### config.mk
export PLATFORM = sky130hd
export DESIGN_NAME = phase_meter
export DESIGN_NICKNAME = d
export VERILOG_FILES = /design/src/rtl/phase_meter.sv
export SDC_FILE = /design/constraint.sdc
export NUM_CORES = 1
export LEC_CHECK = 0
export CAP_MARGIN = 25
export CORE_UTILIZATION = 60
export DETAILED_ROUTE_END_ITERATION = 8
export PLACE_DENSITY_LB_ADDON = 0.3
export SYNTH_ARGS = -nofsm -noshare
export SYNTH_HDL_FRONTEND = slang
export SYNTH_SLANG_ARGS = --single-unit
### constraint.sdc
create_clock -name clk -period 4.6 [get_ports clk]
set_input_delay 0.92 -clock clk [delete_from_list [all_inputs] [get_ports clk]]
set_output_delay 0.92 -clock clk [all_outputs]
set_load 0.05 [all_outputs]
### src/rtl/phase_meter.sv
// Phase/high-time/period meter for a square wave on sig_in, timed against a free-running
// reference that matches the channel clock divider so the phase can be written straight back.
module phase_meter #(
  parameter int OFFSET_WIDTH   = 11,
  parameter int CNT_WIDTH      = 12,
  parameter int TIMEOUT_CYCLES = 5000
) (
  input  logic                    clk,
  input  logic                    rst,
  input  logic [OFFSET_WIDTH-2:0] divide,
  input  logic                    sig_in,
  input  logic                    start,
  input  logic                    ack,
  output logic                    busy,
  output logic                    valid,
  output logic                    timeout,
  output logic [OFFSET_WIDTH-1:0] offset,
  output logic [CNT_WIDTH-1:0]    high_time,
  output logic [CNT_WIDTH-1:0]    period
);

  localparam int CW = OFFSET_WIDTH - 1;
  localparam int WW = $clog2(TIMEOUT_CYCLES + 1);
  localparam logic [WW-1:0] WAIT_LAST = WW'(TIMEOUT_CYCLES - 1);

  typedef enum logic [2:0] {
    IDLE,
    SEEK_LOW,
    WAIT_RISE,
    WAIT_FALL,
    WAIT_RISE2,
    DONE
  } state_t;

  state_t state, state_next;

  logic [CW-1:0]           ref_cnt;
  logic                    ref_half;
  logic                    s1, s2, s3;
  logic                    rise, fall;
  logic [OFFSET_WIDTH-1:0] phase_adj;
  logic [CNT_WIDTH-1:0]    meas_cnt, meas_inc;
  logic [WW-1:0]           wait_cnt;
  logic                    waiting, wait_expired, to_timeout;

  // Reference runs regardless of state; >= lets a reduced divide wrap immediately.
  always_ff @(posedge clk) begin
    if (rst) begin
      ref_cnt  <= '0;
      ref_half <= 1'b0;
    end else if (ref_cnt >= divide) begin
      ref_cnt  <= '0;
      ref_half <= ~ref_half;
    end else begin
      ref_cnt <= ref_cnt + CW'(1);
    end
  end

  always_ff @(posedge clk) begin
    if (rst) begin
      s1 <= 1'b0;
      s2 <= 1'b0;
      s3 <= 1'b0;
    end else begin
      s1 <= sig_in;
      s2 <= s1;
      s3 <= s2;
    end
  end

  assign rise = s2 & ~s3;
  assign fall = ~s2 & s3;

  // Back the reference off by the two synchroniser cycles, wrapping across the half boundary.
  always_comb begin
    if (ref_cnt >= CW'(2))
      phase_adj = {ref_half, ref_cnt - CW'(2)};
    else
      phase_adj = {~ref_half, ref_cnt + divide - CW'(1)};
  end

  assign meas_inc     = (meas_cnt == '1) ? meas_cnt : meas_cnt + CNT_WIDTH'(1);
  assign waiting      = (state == SEEK_LOW) || (state == WAIT_RISE) ||
                        (state == WAIT_FALL) || (state == WAIT_RISE2);
  assign wait_expired = waiting && (wait_cnt >= WAIT_LAST);

  always_ff @(posedge clk) begin
    if (rst)
      state <= IDLE;
    else
      state <= state_next;
  end

  always_comb begin
    state_next = state;
    to_timeout = 1'b0;
    unique case (state)
      IDLE:       if (start) state_next = SEEK_LOW;
      SEEK_LOW:   if (!s2) state_next = WAIT_RISE;
                  else if (wait_expired) begin state_next = DONE; to_timeout = 1'b1; end
      WAIT_RISE:  if (rise) state_next = WAIT_FALL;
                  else if (wait_expired) begin state_next = DONE; to_timeout = 1'b1; end
      WAIT_FALL:  if (fall) state_next = WAIT_RISE2;
                  else if (wait_expired) begin state_next = DONE; to_timeout = 1'b1; end
      WAIT_RISE2: if (rise) state_next = DONE;
                  else if (wait_expired) begin state_next = DONE; to_timeout = 1'b1; end
      DONE:       if (ack) state_next = IDLE;
      default:    state_next = IDLE;
    endcase
  end

  // Both rise and fall detections carry the same synchroniser delay, so differences are exact.
  always_ff @(posedge clk) begin
    if (rst) begin
      wait_cnt  <= '0;
      meas_cnt  <= '0;
      busy      <= 1'b0;
      valid     <= 1'b0;
      timeout   <= 1'b0;
      offset    <= '0;
      high_time <= '0;
      period    <= '0;
    end else begin
      busy  <= (state_next != IDLE);
      valid <= (state_next == DONE);

      if ((state_next != state) || !waiting)
        wait_cnt <= '0;
      else
        wait_cnt <= wait_cnt + WW'(1);

      if (state == WAIT_RISE && rise)
        meas_cnt <= '0;
      else
        meas_cnt <= meas_inc;

      if (state == WAIT_RISE && rise)
        offset <= phase_adj;
      if (state == WAIT_FALL && fall)
        high_time <= meas_inc;
      if (state == WAIT_RISE2 && rise)
        period <= meas_inc;

      if (to_timeout) begin
        timeout   <= 1'b1;
        offset    <= '0;
        high_time <= '0;
        period    <= '0;
      end else if (state == DONE && ack) begin
        timeout <= 1'b0;
      end
    end
  end

endmodule

# Word-level counts from Yosys, hierarchy flattened
# Index checks and enable logic that the tools add are counted.
# Widths: inputs -> output; s select.
totals:
  reg_bits: 80
  in_bits: 15
  output_inout_bits: 38
  word_cells: 71
op_classes:
  addsub: 6
  n_lt_le_gt_ge: 3
  eq_ne: 8
  mux: 17
  bitwise: 5
  n_reduce_logical: 18
op_table:
  columns: ["operator", "count"]
  rows:
  - ["$mux 3", 7]
  - ["$pmux 3 s6", 1]
  - ["$add 13x1->13 const B", 1]
  - ["$ge 13x13->1 const B", 1]
  - ["$add 12x1->12 const B", 1]
  - ["$eq 12x12->1 const B", 1]
  - ["$mux 12", 1]
  - ["$mux 11", 1]
  - ["$add 10x1->10 const B", 1]
  - ["$add 10x10->10", 1]
  - ["$ge 10x10->1", 1]
  - ["$ge 10x2->1 const B", 1]
  - ["$reduce_or 2->1", 5]
  - ["$sub 10x1->10 const B", 1]
  - ["$sub 10x2->10 const B", 1]
  - ["$eq 3x3->1 const B", 3]
  - ["$eq 3x2->1 const B", 2]
  - ["$mux 1", 6]
  - ["$logic_and 1x1->1", 5]
  - ["$logic_or 1x1->1", 4]
  - ["$eq 3x1->1 const B", 1]
  - ["$logic_not 3->1", 1]
  - ["$ne 3x3->1", 1]
  - ["$not 1->1", 3]
  - ["other kinds (5)", 6]

# Longest topological paths before layout
depth:
  word_depth: 11
  ltp_mapped: 12
  ltp_nobuf: 12

# Worst setup path after synthesis
# No wires, ideal clock.
synth_path:
  kind: "input to register"
  start: "input divide[1]"
  end: "register offset[9]"
  setup_ps: 132
  arrival_ps: 2683
  required_ps: 4468
  slack_ps: 1785
  path_stages: 12
  path_buffers: 0
  path_cell_list: "inv_1 > ha_1 > inv_1 > ha_1 > inv_1 > fa_1 > nand2b_1 > a21oi_1 > o31ai_1 > xnor2_1 > o21ai_0 > a21oi_1"
synth_between:
  elab_chain_cells: 3
synth_lines:
  columns: ["element", "line_no", "text"]
  rows:
  - ["from (decl)", "10", "input logic [OFFSET_WIDTH-2:0] divide,"]
  - ["$add 10x10->10", "79", "phase_adj = {~ref_half, ref_cnt + divide - CW'(1)};"]
  - ["$sub 10x1->10", "79", null]
  - ["$mux 11", "76", "if (ref_cnt >= CW'(2))"]
  - ["to (signal assigned)", "138", "offset <= phase_adj;"]
  - ["to (decl)", "17", "output logic [OFFSET_WIDTH-1:0] offset,"]
# Every way passes these cells.
# A chain may end at the register's enable or synchronous reset.

# Worst setup path after layout
# Same ends and word-level chain as after synthesis.

==> qor.tcl <==
set qor(via_count_of_the_first_global_routing_pass) 3664
set qor(synth_warnings) 0
set qor(cts-buffers-inserted) 9
set qor(route.vias.total) 3696
set qor(hp-class) {flop to flop}
set qor(clock_latency_ps) 350
set qor(worst_ep_arrival_time_ps) 3450
set qor(die_height_um) 86.6
set qor(power_density_nw_per_um2) 298
set qor(post_synth_main_area_contributors) {dfxtp_1, ha_1, xnor2_1, nor2_1, a21oi_1}
set qor(syn_area_per_cell_sq_um) 8.14
set qor(setup_viol_count_final) 0
set qor(rsz0062_at_grt) {false}
set qor(post-route-min-period_ps) 3210
set qor(power.net_switching_w) 0.000409
set qor(boundaryPins) 53
set qor(outcome) {completed}
set qor(worstMarginPinSlew_ps) 858
set qor(synth_largest_area_cell) {dfxtp_1}
set qor(path_clk_slew_ps) 80
set qor(post_synth_most_frequent_cells) {dfxtp_1, nor2_1, nand2_1}
set qor(worst_hold_path.num_cells) 2
set qor(postPlaceCellArea_sq_um) 4840
set qor(seq_area_frac_synth_pct) 37.3
set qor(cts_hold_repair.buffers) 0
set qor(timing.final.crit_share_pct) 69.8
set qor(start_kind) {input port}
set qor(muxShareOfSynthArea_pct) 0.728
set qor(drt-initial-drc-count) 172
set qor(synth-simple-area-share_pct) 23.1
set qor(clock_tree_from_tritoncts) {yes}
set qor(grt_usage_pct) 27.2
set qor(cpMaxStageDelayCell) {clkdlybuf4s50_1}
set qor(r2r_cells) 12
set qor(number_of_enable_type_register_cells_in_the_synthesized_netlist) 0
set qor(gp_congestion) 0.962
set qor(drive_above_1_share_pct) 4.86
set qor(cts_root_buffer) {clkbuf_8}
set qor(power_switching_share_pct) 27.0
set qor(power_leakage_nw) 1.95
set qor(hold_violations) 0
set qor(required_ps) 4840
set qor(syn2layout_area_growth_pct) 18.3
set qor(maxSlewHeadroom_pct) 42.6
set qor(post_synthesis_instance_area_sq_um) 4300
set qor(clock_power_share_pct) 37.6
set qor(synthesis.instances) 528
set qor(yosys.area_share.adder_pct) 10.1
set qor(number_of_standard_cell_rows_in_the_floorplan) 30
set qor(grt_pass1_wl_um) 16100
set qor(overflow) 0
set qor(hold_slack_ps) 455
set qor(endpoint_kind) {flop}
set qor(nets) 621
set qor(htree_num_levels) 3
set qor(synth-compound-area-share_pct) 15.1
set qor(core_sq_um) 6870
set qor(num_antenna_cells) 0
set qor(post_cts.repair.setup_buffers) 0
set qor(yosys.area_share.xor_xnor_pct) 7.13
set qor(power.total_w) 0.00151
set qor(slew_violations) 0
set qor(fin_worst_skew_ps) 9.14
set qor(fillerInstances) 526
set qor(synth_top_family_by_area) {simple AND/OR/NAND/NOR gates}
set qor(fp.dieW_um) 86.6
set qor(maximum_capacitance_violations) 0
set qor(drt_pre_antenna_iters) 4
set qor(final_antenna_net_count) 0
set qor(post_drt_wl_per_cell_um) 14.2
set qor(vdd_drop_max_uv) 214
set qor(worstReg2RegStart) {ref_cnt[1]}
set qor(kind_of_critical_path) {input port to flop}
set qor(clockBufferDepth) 2
set qor(grt_antenna_before_repair) 0
set qor(timing.critical_path.slowest_cell_delay_ps) 460
set qor(internal_power_w) 0.00111
set qor(pwr-share-comb_pct) 15.0
set qor(worst-path-max-fanout) 3
set qor(floorplan.initialDensity_pct) 62.6
set qor(post-route-cell-area_sq_um) 5090
set qor(mappedNetlistNets) 577
set qor(synth_most_common_cell) {dfxtp_1}
set qor(finalCoreUtilization_pct) 74.1
set qor(synth.ff_latch_count) 80
set qor(synth_top_area_share_pct) 37.3
set qor(fmax_mhz) 312
set qor(routed_wirelength_um) 9570
set qor(postSynth.topFlopCell) {dfxtp_1}
set qor(sink_of_the_worst_hold_path) {offset[4]}
set qor(share_of_async_settable_or_async_resettable_flops_after_synthesis_pct) 0
set qor(postCtsResizedCells) 0
set qor(hold_path_startpoint) {offset[4]}
set qor(numPortBuffers) 52
set qor(number_of_unique_standard_cell_types_used_by_synthesis) 51
set qor(dpl.hpwl_um) 6880
set qor(drt_drc_violations_left) 0
set qor(timing.rr.end) {offset[9]}
set qor(cp_common_cell) {inv_1}
set qor(critical_path.cell_chain) {clkdlybuf4s50_1, inv_1, ha_1, inv_1, ha_1, inv_1, fa_1, nand2b_1, a21oi_1, o31ai_1, xnor2_1, o21ai_0, a21oi_1}
set qor(grt_start_max_net_pins) 36
set qor(design.die.area_sq_um) 7510
set qor(vias_per_cell) 5.50
set qor(cts.sink_count) 80
set qor(fin_setup_tns_ps) 0
set qor(share_seq_of_total_power_pct) 47.4
set qor(reg2reg_slack_ps) 1860
final cells by class:
type	count	area (sq um)	share of cell area (%)
clock buffer	9	124	2.43
clock inverter	6	92.6	1.82
inverter	48	180	3.54
multi-input combinational	379	2410	47.4
sequential	80	1600	31.5
tap	96	120	2.36
timing repair buffer	54	556	10.9
cell usage in the layout, fill, tap and decap left out, types with 11 or more instances in the layout:
cell type and instances:
dfxtp_1 80, nor2_1 58, clkdlybuf4s50_1 52, nand2_1 49
inv_1 48, a21oi_1 43, ha_1 33, nor3_1 27
xnor2_1 27, nand3_1 14, o21ai_0 12, nor2b_1 11
a211oi_1 11
worst max-delay path, delay by kind of cell:
family	cells	cell delay [ps]
AOI/OAI and AO/OA	4	710
xor gates and xnor gates	1	130
adders and majority gates	3	870
buffers and inverters	4	630
and+or+nand+nor	1	190
kinds of logic after synthesis:
group,Yosys count
AO/OA/AOI/OAI,103
XOR/XNOR,35
adder cells (fa/ha/maj),34
buffers and inverters,69
flip-flops,80
multiplexers,3
AND/OR/NAND/NOR,204
metrics by stage:
| stage | std cells | setup slack [ps] |
|---|---|---|
| global placement | 656 | 1170 |
| detailed placement | 656 | 1030 |
| global route | 672 | 1250 |
| finish | 672 | 1390 |
| floorplan | 528 | 1780 |
| CTS | 671 | 1360 |
power groups by stage:
stage	combinational, W	sequential [W]	clock [W]
finish	0.000228	0.000718	0.000569
global route	0.000252	0.000720	0.000604
global placement	0.000213	0.000734	0
floorplan	0.000167	0.000738	0
detailed placement	0.000218	0.000734	0
CTS	0.000222	0.000718	0.000575
state kept, by name, summed over array words and instances, names as in the netlist:
name / count
s3: 1
s2: 1
period: 12
timeout: 1
valid: 1
offset: 11
state: 3
s1: 1
high_time: 12
busy: 1
ref_cnt: 10
wait_cnt: 13
meas_cnt: 12
ref_half: 1
how the worst max path moves through the flow:
stage | end | cells past startpoint | start
finish | offset[9] | 13 | divide[1]
floorplan | offset[9] | 12 | divide[1]
detailed placement | offset[9] | 13 | divide[1]
CTS | offset[9] | 13 | divide[1]
global route | offset[9] | 13 | divide[1]
global placement | offset[9] | 13 | divide[1]
metal layers:
metal | up-vias | GRT usage (%) | wire length (um)
met2 | 80 | 46.4 | 4580
met3 | 21 | 4.00 | 362
li1 | 1879 | - | -
met4 | 0 | 12.9 | 248
met5 | - | 0 | 0
met1 | 1716 | 33.8 | 4380
No activity file was read; power rests on OpenSTA's default activity.
